### src/rtl/btn_conditioner_if.sv
// Button conditioner signal bundle: raw pin in,
// debounced level, edge pulses and press count out.
interface btn_conditioner_if;
    logic       btn_in;
    logic       level;
    logic       press;
    logic       release_pulse;
    logic [7:0] press_cnt;

    modport master (
        output btn_in,
        input  level,
        input  press,
        input  release_pulse,
        input  press_cnt
    );

    modport slave (
        input  btn_in,
        output level,
        output press,
        output release_pulse,
        output press_cnt
    );
endinterface

### src/rtl/btn_conditioner.sv
// Push-button conditioner: 2-flop synchroniser, counter-qualified
// debounce FSM, press/release pulses and wrapping press counter.
module btn_conditioner #(
    parameter int DB_CYCLES = 1000000,
    parameter int CNT_W     = 20
) (
    input  logic clk,
    input  logic rst,
    btn_conditioner_if.slave bus
);

    typedef enum logic [1:0] {
        IDLE   = 2'd0,
        ARM_HI = 2'd1,
        HIGH   = 2'd2,
        ARM_LO = 2'd3
    } state_t;

    localparam logic [CNT_W-1:0] LAST = CNT_W'(DB_CYCLES - 1);

    logic             s1;
    logic             btn_s;
    state_t           state;
    logic [CNT_W-1:0] cnt;
    logic             level_q;
    logic             press_q;
    logic             rel_q;
    logic [7:0]       pcnt_q;

    // Bring the asynchronous pin into the clk domain.
    always_ff @(posedge clk) begin
        if (rst) begin
            s1    <= 1'b0;
            btn_s <= 1'b0;
        end else begin
            s1    <= bus.btn_in;
            btn_s <= s1;
        end
    end

    // Debounce FSM; the counter is cleared on every state entry.
    always_ff @(posedge clk) begin
        if (rst) begin
            state   <= IDLE;
            cnt     <= '0;
            level_q <= 1'b0;
            press_q <= 1'b0;
            rel_q   <= 1'b0;
            pcnt_q  <= 8'd0;
        end else begin
            press_q <= 1'b0;
            rel_q   <= 1'b0;
            case (state)
                IDLE: begin
                    level_q <= 1'b0;
                    if (btn_s) begin
                        state <= ARM_HI;
                        cnt   <= '0;
                    end
                end
                ARM_HI: begin
                    level_q <= 1'b0;
                    if (!btn_s) begin
                        state <= IDLE;
                        cnt   <= '0;
                    end else if (cnt == LAST) begin
                        state   <= HIGH;
                        cnt     <= '0;
                        level_q <= 1'b1;
                        press_q <= 1'b1;
                        pcnt_q  <= pcnt_q + 8'd1;
                    end else begin
                        cnt <= cnt + 1'b1;
                    end
                end
                HIGH: begin
                    level_q <= 1'b1;
                    if (!btn_s) begin
                        state <= ARM_LO;
                        cnt   <= '0;
                    end
                end
                ARM_LO: begin
                    level_q <= 1'b1;
                    if (btn_s) begin
                        state <= HIGH;
                        cnt   <= '0;
                    end else if (cnt == LAST) begin
                        state   <= IDLE;
                        cnt     <= '0;
                        level_q <= 1'b0;
                        rel_q   <= 1'b1;
                    end else begin
                        cnt <= cnt + 1'b1;
                    end
                end
                default: begin
                    state   <= IDLE;
                    cnt     <= '0;
                    level_q <= 1'b0;
                end
            endcase
        end
    end

    assign bus.level         = level_q;
    assign bus.press         = press_q;
    assign bus.release_pulse = rel_q;
    assign bus.press_cnt     = pcnt_q;

endmodule

### src/flat_wrapper.sv
// flat-port wrapper written by rule: the top's interface ports become plain ports
module btn_conditioner_flat 
#(
    parameter int DB_CYCLES = 1000000,
    parameter int CNT_W     = 20
)
  (clk, rst, bus_btn_in, bus_level, bus_press, bus_release_pulse, bus_press_cnt);
  btn_conditioner_if bus_i ();
  input  logic clk;
  input  logic rst;
  input wire logic [$bits(bus_i.btn_in)-1:0] bus_btn_in;
  output wire logic [$bits(bus_i.level)-1:0] bus_level;
  output wire logic [$bits(bus_i.press)-1:0] bus_press;
  output wire logic [$bits(bus_i.release_pulse)-1:0] bus_release_pulse;
  output wire logic [$bits(bus_i.press_cnt)-1:0] bus_press_cnt;
  assign bus_i.btn_in = bus_btn_in;
  assign bus_level = bus_i.level;
  assign bus_press = bus_i.press;
  assign bus_release_pulse = bus_i.release_pulse;
  assign bus_press_cnt = bus_i.press_cnt;
  btn_conditioner #(.DB_CYCLES(DB_CYCLES), .CNT_W(CNT_W)) u_core (.clk(clk), .rst(rst), .bus(bus_i));
endmodule
### config.mk
export PLATFORM = sky130hd
export DESIGN_NAME = btn_conditioner_flat
export DESIGN_NICKNAME = d
export VERILOG_FILES = /design/src/rtl/btn_conditioner_if.sv /design/src/rtl/btn_conditioner.sv /design/src/flat_wrapper.sv
export SDC_FILE = /design/constraint.sdc
export NUM_CORES = 1
export LEC_CHECK = 0
export ABC_AREA = 1
export CAP_MARGIN = 5
export CORE_MARGIN = 5
export CORE_UTILIZATION = 25
export CTS_CLUSTER_DIAMETER = 40
export DETAILED_ROUTE_END_ITERATION = 10
export PLACE_DENSITY = 0.52
export SLEW_MARGIN = 25
export SYNTH_ARGS = -nofsm -noshare
export SYNTH_HDL_FRONTEND = slang
export SYNTH_SLANG_ARGS = --single-unit
### constraint.sdc
create_clock -name clk -period 2 [get_ports clk]
set_clock_uncertainty 0.05 [all_clocks]
set_input_delay 0.4 -clock clk [delete_from_list [all_inputs] [get_ports clk]]
set_output_delay 0.4 -clock clk [all_outputs]
set_load 0.02 [all_outputs]
# --- After elaboration in Yosys (flattened, before gate mapping) ---
# Cells that the tools add are included.
word_totals:
  regBits: 35
  latchBits: 0
  mem_bits_rw: 0
  mem_bits_ro: 0
  in_bits: 3
  elab_cells: 44
  n_memories: 0
op_classes:
  n_addsub: 2
  multipliers: 0
  div_mod_pow: 0
  order_cmp: 0
  eq_ne: 8
  shifts: 0
  n_mux: 18
  bitwise_logic: 2
  reduce_logical: 6
ops:
  columns: ["operator", "count"]
  rows:
  - ["2-to-1 mux 20 bit", 5]
  - ["case mux 20 bit (4 select lines)", 1]
  - ["adder 20 x 1 -> 20 bit, second input constant", 1]
  - ["equality test 20 bit, second input constant", 1]
  - ["2-to-1 mux 2 bit", 6]
  - ["adder 8 x 1 -> 8 bit, second input constant", 1]
  - ["case mux 2 bit (4 select lines)", 1]
  - ["equality test 2 bit, second input constant", 2]
  - ["2-to-1 mux 1 bit", 4]
  - ["case mux 1 bit (4 select lines)", 1]
  - ["AND reduction 4 bit", 1]
  - ["!= test 3 x 1 -> 1 bit, second input constant", 1]
  - ["!= test 3 bit, second input constant", 1]
  - ["AND reduction 3 bit", 1]
  - ["OR reduction 3 bit", 1]
  - ["equality test 2 x 1 -> 1 bit, second input constant", 1]
  - ["zero test 2 bit", 1]
  - ["!= test 2 x 1 -> 1 bit, second input constant", 1]
  - ["!= test 2 bit, second input constant", 1]
  - ["NOT 1 bit", 2]
  - ["AND reduction 2 bit", 1]
  - ["OR reduction 2 bit", 1]

# --- Longest topological paths before layout ---
# Gate-level depths: netlist of run 1.
logic_depth:
  depth_word: 4
  mapped_depth: 10
  mapped_depth_nobuf: 10

# --- Worst setup path before layout of run 1 ---
# Ideal clock, no wire load.
synth_path:
  kind: "reg2reg"
  from: "register u_core.cnt[0]"
  to: "register u_core.pcnt_q[7], in the netlist u_core.bus.press_cnt[7]"
  setup_time_ns: 0.116
  arrival_time_ns: 1.380
  t_required_ns: 1.834
  slack_ns: 0.454
  path_stages_with_launch: 9
  path_cell_list: "dfxtp_1 > ha_1 > nand2_1 > nor2_4 > nand3_2 > nor2_4 > nand3_1 > o21ai_0 > nor2_1"
synth_via:
  elab_chain_len: 2
synth_rtl:
  columns: ["item", "line", "source"]
  rows:
  - ["start, declared", "btn_conditioner.sv:24", "logic [CNT_W-1:0] cnt;"]
  - ["start signal, assigned", "btn_conditioner.sv:73", "cnt <= cnt + 1'b1;"]
  - ["start signal, assigned", "btn_conditioner.sv:94", "cnt <= cnt + 1'b1;"]
  - ["equality test 20 bit", "btn_conditioner.sv:66", "end else if (cnt == LAST) begin"]
  - ["AND reduction 3 bit (no line)", null, null]
  - ["end signal, assigned", "btn_conditioner.sv:71", "pcnt_q <= pcnt_q + 8'd1;"]
  - ["end, declared", "btn_conditioner.sv:28", "logic [7:0] pcnt_q;"]
# Every way passes these cells.
# A chain may end at the register's enable or synchronous reset.

# --- Worst setup path in the final report of run 1 ---
layout_path:
  from: "register u_core.cnt[0]"
  to: "register u_core.cnt[6]"
layout_via:
  elab_chain_len: 4
layout_rtl:
  columns: ["item", "line", "source"]
  rows:
  - ["adder 20 x 1 -> 20 bit / equality test 20 bit (equally long branches)", null, null]
  - ["2-to-1 mux 20 bit (*)", "btn_conditioner.sv:66, btn_conditioner.sv:88", null]
  - ["2-to-1 mux 20 bit (on tied branches)", "btn_conditioner.sv:85, btn_conditioner.sv:63", null]
  - ["case mux 20 bit (4 select lines) (*)", "btn_conditioner.sv:53", "case (state)"]
# Mark *: on every way between the ends. The rest lies on a longest branch, timed or not.

==> run summary, run 1 <==
Gr ovfl total: 0
Largest net degree at the start of global routing: 18
Tmin final: 1.81 ns
# rows: 32
Util after Layout: 0.308
I/O pin cnt: 14
Ys Warns: 0
Slew @ Worst Pin: 0.425 ns
DRT antenna net count: 0
Most numerous cell in the Yosys netlist: nand2_1
CTS tree: done
Setup repair after global routing missed its margin: false
TNS Setup: 0 ns
Total track usage: 0.111
Clock root cell: clkbuf_8
Total number of vias: 1944
Number of CTS-inserted buffers: 5
Share of layout cells above drive strength 1: 0.0751
Skew-Pair Late Insertion Delay: 0.29 ns
Clock buffer depth: 2
Setup violators final: 0
FILL cells: 846
Drt drc: 0
Seq/Total Area, Yosys: 0.354
H-tree depth: 2
Die W: 99.0 um
CTS Hold Bufs: 0
Net count, final: 337
Max Fclk: 0.552 GHz
FF+latch count, synth: 35
Setup slack after placement: 0.214 ns
Main combinational cell family by area after synthesis: simple AND/OR/NAND/NOR gates
Post-CTS Resized: 0
Normalized max-slew margin: 0.715
Final instance area: 0.00238 mm^2
Pleak: 0.882 nW
Die ar.: 0.00980 mm^2
Synthesized-area fraction occupied by and/or/nand/nor cells: 0.419
Initial antenna violation count: 0
Most used DFF post-synth: dfxtp_1
Final period utilization: 0.906
Number of global-route vias before repair: 1931
Async SR Flop Fraction: 0
First-pass GRT wire length: 8940 um
# Max-Cap Violations: 0
Router iterations before antenna repair: 4
Placed cell areas: 0.00226 mm^2
PwrDens: 597 mW/mm^2
Post-synthesis compound-gate area fraction: 0.0941
Avg Cell Area, Syn: 6.37 um^2
Port bufs: 13
Vert. Die Dim: 99.0 um
Post-synthesis cell area: 0.00198 mm^2
Worst-path clk slew: 0.09 ns
Post-synthesis mux area share: 0
Synth top area share: 0.354
Cells on Worst Hold Path: 2
Core Region: 0.00773 mm^2
Clock sink count: 35
Fin. Hold Viols: 0
Worst Path Arrival: 1.94 ns
Post-DP HPWL: 3820 um
Final Max Slew Viols: 0
Post-CTS setup buffer count: 0
Layout area overhead: 20.0%
Critical-path maximum fanout: 9
Hold Path Class: reg -> reg
Top cells by area, synth: dfxtp_1 (35%), nand2_1 (13%), nor2_1 (9.3%), inv_1 (8.5%), nand3_1 (7.8%)
Synth Area in Adders: 0.0126
Worst VDD drop: 0.251 mV
WL final: 4930 um
Drt via density: 4.47
Required time worst endpoint: 2.12 ns
N_diodes: 0
Number of distinct library cells after synthesis: 25
EDFF count, synth: 0
CP Launch Type: flop
Post-route setup slack: 0.187 ns
Syn Nets: 316
R2r setup slk: 0.19 ns
Routability cong.: 0.790
Average wire per standard cell: 11.3 um
Starting density of the core: 0.256
Initial DRC count: 110
Final Power: 1.42 mW
Kind of critical path: reg -> reg
Synth area leader: dfxtp_1
Run status: completed
Commonest cells post-synth: nand2_1 (71), nor2_1 (49), inv_1 (45), dfxtp_1 (35), nand3_1 (31)
Worst r2r path cells: 8
XOR/XNOR Fraction of Synth Area: 0.0221
Crit. End Element: flop
Synth Instances: 311
## where the power goes
part | internal (mW) | leakage (nW) | total, mW | switching, mW
Combinational | 0.0143 | 0.541 | 0.0472 | 0.0329
Sequential | 0.699 | 0.282 | 0.701 | 0.00247
Clock | 0.378 | 0.0587 | 0.670 | 0.292
Total | 1.09 | 0.882 | 1.42 | 0.328
## state kept, by name (all words and copies together) (netlist names), named ones only
register	flops
u_core.btn_s	1
u_core.bus.level	1
u_core.bus.press	1
u_core.bus.press_cnt	8
u_core.bus.release_pulse	1
u_core.cnt	20
u_core.s1	1
u_core.state	1
## critical path, stage by stage (launching register included)
cell	delay (ns)
dfxtp_1	0.38
ha_1	0.22
nand2_1	0.12
nor2_4	0.24
nand3_1	0.16
nand2_1	0.09
nand2_1	0.10
nand2_1	0.25
nor3_1	0.08
## layout by cell type, fill, tap and decap left out
| cell type | netlist | final |
|---|---|---|
| inv_1 | 45 | 45 |
| clkinv_4 | 0 | 1 |
| dfxtp_1 | 35 | 35 |
| o21ai_0 | 7 | 7 |
| inv_6 | 0 | 1 |
| nand3_2 | 2 | 2 |
| nand2_1 | 71 | 71 |
| nand4_1 | 5 | 5 |
| xnor2_1 | 1 | 1 |
| nand2_2 | 1 | 1 |
| nand2_4 | 1 | 1 |
| inv_2 | 1 | 1 |
| a31oi_1 | 3 | 3 |
| clkbuf_8 | 0 | 5 |
| nor3b_1 | 1 | 1 |
| clkdlybuf4s50_1 | 0 | 13 |
| xor2_1 | 4 | 4 |
| nand3b_1 | 1 | 1 |
| buf_4 | 0 | 6 |
| o21bai_2 | 2 | 2 |
| o21a_1 | 1 | 1 |
| a21oi_1 | 19 | 19 |
| ha_1 | 2 | 2 |
| nor3_1 | 19 | 19 |
| nand3_1 | 31 | 31 |
| nor2_4 | 4 | 4 |
| o211ai_1 | 1 | 1 |
| bufinv_16 | 0 | 1 |
| nor2_1 | 49 | 49 |
## layout make-up
class	count	area, um^2	share of cell area
Tap cell	102	128	0.0537
Inverter	46	173	0.0726
Timing Repair Buffer	19	175	0.0737
Clock inverter	3	47.5	0.0200
Multi-Input combinational cell	225	1080	0.456
Clock buffer	5	68.8	0.0289
Sequential cell	35	701	0.295
## metrics by stage
stage,instances,hold WS [ns]
2_1_floorplan,311,0.338
4_1_cts,435,0.368
3_3_place_gp,427,0.356
5_1_grt,435,0.397
6_report,435,0.363
3_5_place_dp,427,0.355
## cell families after synthesis
kind of cell | count (synthesis)
and+or+nand+nor | 185
buffers and inverters | 51
adders and majority gates | 2
AOI/OAI and AO/OA | 33
DFF | 35
xor gates and xnor gates | 5
## layer usage
layer | part of all wire | global-route usage | vias up
li1 | - | - | 1036
met1 | 0.50 | 0.149 | 875
met2 | 0.45 | 0.173 | 28
met3 | 0.043 | 0.0262 | 5
met4 | 0.013 | 0.0389 | 0
met5 | 0 | 0 | -
## final timing paths
kind | start | end
max reg2reg | u_core.cnt[0]$_SDFFE_PP0P_ | u_core.cnt[6]$_SDFFE_PP0P_
min reg2reg | u_core.s1$_SDFF_PP0_ | u_core.btn_s$_SDFF_PP0_
min | u_core.s1$_SDFF_PP0_ | u_core.btn_s$_SDFF_PP0_
max | u_core.cnt[0]$_SDFFE_PP0P_ | u_core.cnt[6]$_SDFFE_PP0P_
Power figures use the tool's default switching activity.
==> run 2: changes to the inputs <==
--- a/config.mk
+++ b/config.mk
@@ -11,6 +11,7 @@
 export CORE_UTILIZATION = 25
 export CTS_CLUSTER_DIAMETER = 40
 export DETAILED_ROUTE_END_ITERATION = 10
+export GPL_TIMING_DRIVEN = 1
 export PLACE_DENSITY = 0.52
 export SLEW_MARGIN = 25
 export SYNTH_ARGS = -nofsm -noshare
==> results of run 2 <==
Same layout as run 1: the final DEF is identical, and so are final timing and power.
==> run 3: changes to the inputs <==
--- a/config.mk
+++ b/config.mk
@@ -12,7 +12,7 @@
 export CTS_CLUSTER_DIAMETER = 40
 export DETAILED_ROUTE_END_ITERATION = 10
 export GPL_TIMING_DRIVEN = 1
-export PLACE_DENSITY = 0.52
+export PLACE_DENSITY = 0.39
 export SLEW_MARGIN = 25
 export SYNTH_ARGS = -nofsm -noshare
 export SYNTH_HDL_FRONTEND = slang
==> run summary, run 3 (synthesis gave the netlist of run 1 again) <==
Sequential share of power: 0.493
Largest register FFs: 20
Hold Path Class: reg -> reg
Power share of the clock group: 0.472
Share of layout cells above drive strength 1: 0.0806
Setup repair after global routing missed its margin: false
Post-CTS setup buffer count: 0
Reg2reg start: u_core.cnt[0]$_SDFFE_PP0P_
Fin. Hold Viols: 0
DRT antenna net count: 0
Gr ovfl total: 0
Number of CTS-inserted buffers: 5
First-pass GRT wire length: 9590 um
Kind of critical path: reg -> out
Tmin final: 1.81 ns
Bufs and invs on worst path: 1
TNS Setup: 0 ns
Clock sink count: 35
Total number of vias: 1956
PwrDens: 595 mW/mm^2
Die ar.: 0.00980 mm^2
Post-DP HPWL: 4210 um
Drt via density: 4.48
WL final: 5450 um
Initial DRC count: 82
Critical path's slowest cell: clkdlybuf4s50_1
Cells on Worst Hold Path: 2
Int Pwr: 1.12 mW
Net count, final: 339
Logic pwr share: 0.035
Vert. Die Dim: 99.0 um
Average wire per standard cell: 12.5 um
Starting density of the core: 0.256
Setup violators final: 0
Initial antenna violation count: 0
Critical-path cell list: clkdlybuf4s50_1
Worst Path Arrival: 1.36 ns
CP max stage delay: 0.65 ns
P_sw: 0.306 mW
Worst reg2reg endpoint: u_core.cnt[7]$_SDFFE_PP0P_
Final period utilization: 0.903
# Max-Cap Violations: 0
Total track usage: 0.121
Clock buffer depth: 2
Post-route setup slack: 0.193 ns
CTS Hold Bufs: 0
Post-CTS Resized: 0
Router iterations before antenna repair: 4
Sw frac: 0.215
Worst r2r path cells: 8
Layout area overhead: 20.8%
N_diodes: 0
Port bufs: 13
CTS tree: done
# rows: 32
Required time worst endpoint: 1.55 ns
Run status: completed
Skew-Pair Late Insertion Delay: 0.29 ns
Most frequent cells in the layout: nand2_1 (71), nor2_1 (49), inv_1 (45), dfxtp_1 (35), nand3_1 (31)
FF/Latch Area: 701 um^2
CP Launch Type: flop
Multi-input gate area: 0.00108 mm^2
Setup slack after placement: 0.235 ns
Most common cell after layout, fill and taps aside: nand2_1
Clock root cell: clkbuf_8
Largest net degree at the start of global routing: 16
Normalized max-slew margin: 0.763
Routability cong.: 0.810
Number of global-route vias before repair: 1992
FILL cells: 874
Hold Crit Start: u_core.s1$_SDFF_PP0_
Max Fclk: 0.554 GHz
Slew @ Worst Pin: 0.355 ns
Hold EP: u_core.btn_s$_SDFF_PP0_
Worst-path clk slew: 0.07 ns
Critical-path maximum fanout: 5
Die W: 99.0 um
Drt drc: 0
Top reg by flops: u_core.cnt
R2r setup slk: 0.23 ns
Worst VDD drop: 0.295 mV
Final Max Slew Viols: 0
I/O pin cnt: 14
Crit. End Element: output port
Core Region: 0.00773 mm^2
Delay-heaviest family, CP: buffers and inverters
H-tree depth: 2
Pleak: 0.894 nW
## run 3: stage by stage
stage	total power, mW	hold WS [ns]	std cells	util	cell area [um^2]
floorplan	0.746	0.338	311	-	1980
global placement	0.769	0.369	429	0.295	2280
detailed placement	0.768	0.365	429	0.295	2280
CTS	1.46	0.365	437	0.310	2390
global route	1.49	0.402	437	0.310	2390
finish	1.42	0.364	437	0.310	2390
## run 3: layout make-up
| type | count | share of cell area |
|---|---|---|
| clock inverters | 2 | 0.0146 |
| clock buffers | 6 | 0.0345 |
| multi-input cells | 225 | 0.453 |
| repair buffers | 21 | 0.0795 |
| well taps | 102 | 0.0533 |
| flip-flops and latches | 35 | 0.293 |
| inverters | 46 | 0.0721 |
## run 3: per-layer routing
layer  routed length [um]  share of wire  vias up  track usage
met5                    0              0        -            0
met4                   80          0.015        0       0.0420
met3                  235          0.043        6       0.0269
met2                 2590           0.48       31        0.203
met1                 2540           0.47      883        0.151
li1                     -              -     1036            -
## run 3: worst max-delay path by stage
stage | from | end | slack, ns | cells after the start
floorplan | u_core.cnt[0]$_SDFFE_PP0P_ | u_core.bus.press_cnt[7]$_SDFFE_PP0P_ | 0.45 | 8
finish | u_core.bus.press_cnt[0]$_SDFFE_PP0P_ | bus_press_cnt[0] | 0.19 | 1
global route | u_core.cnt[0]$_SDFFE_PP0P_ | u_core.cnt[7]$_SDFFE_PP0P_ | 0.03 | 8
detailed placement | u_core.cnt[0]$_SDFFE_PP0P_ | u_core.cnt[7]$_SDFFE_PP0P_ | 0.23 | 8
CTS | u_core.bus.press_cnt[0]$_SDFFE_PP0P_ | bus_press_cnt[0] | 0.17 | 1
global placement | u_core.cnt[0]$_SDFFE_PP0P_ | u_core.cnt[7]$_SDFFE_PP0P_ | 0.30 | 8
## run 3: power groups by stage
stage	Sequential, mW	Combinational (mW)	Clock [mW]
6_report	0.701	0.0501	0.672
5_1_grt	0.702	0.0554	0.732
4_1_cts	0.701	0.0508	0.704
3_5_place_dp	0.718	0.0506	0
3_3_place_gp	0.718	0.0517	0
2_1_floorplan	0.717	0.0293	0
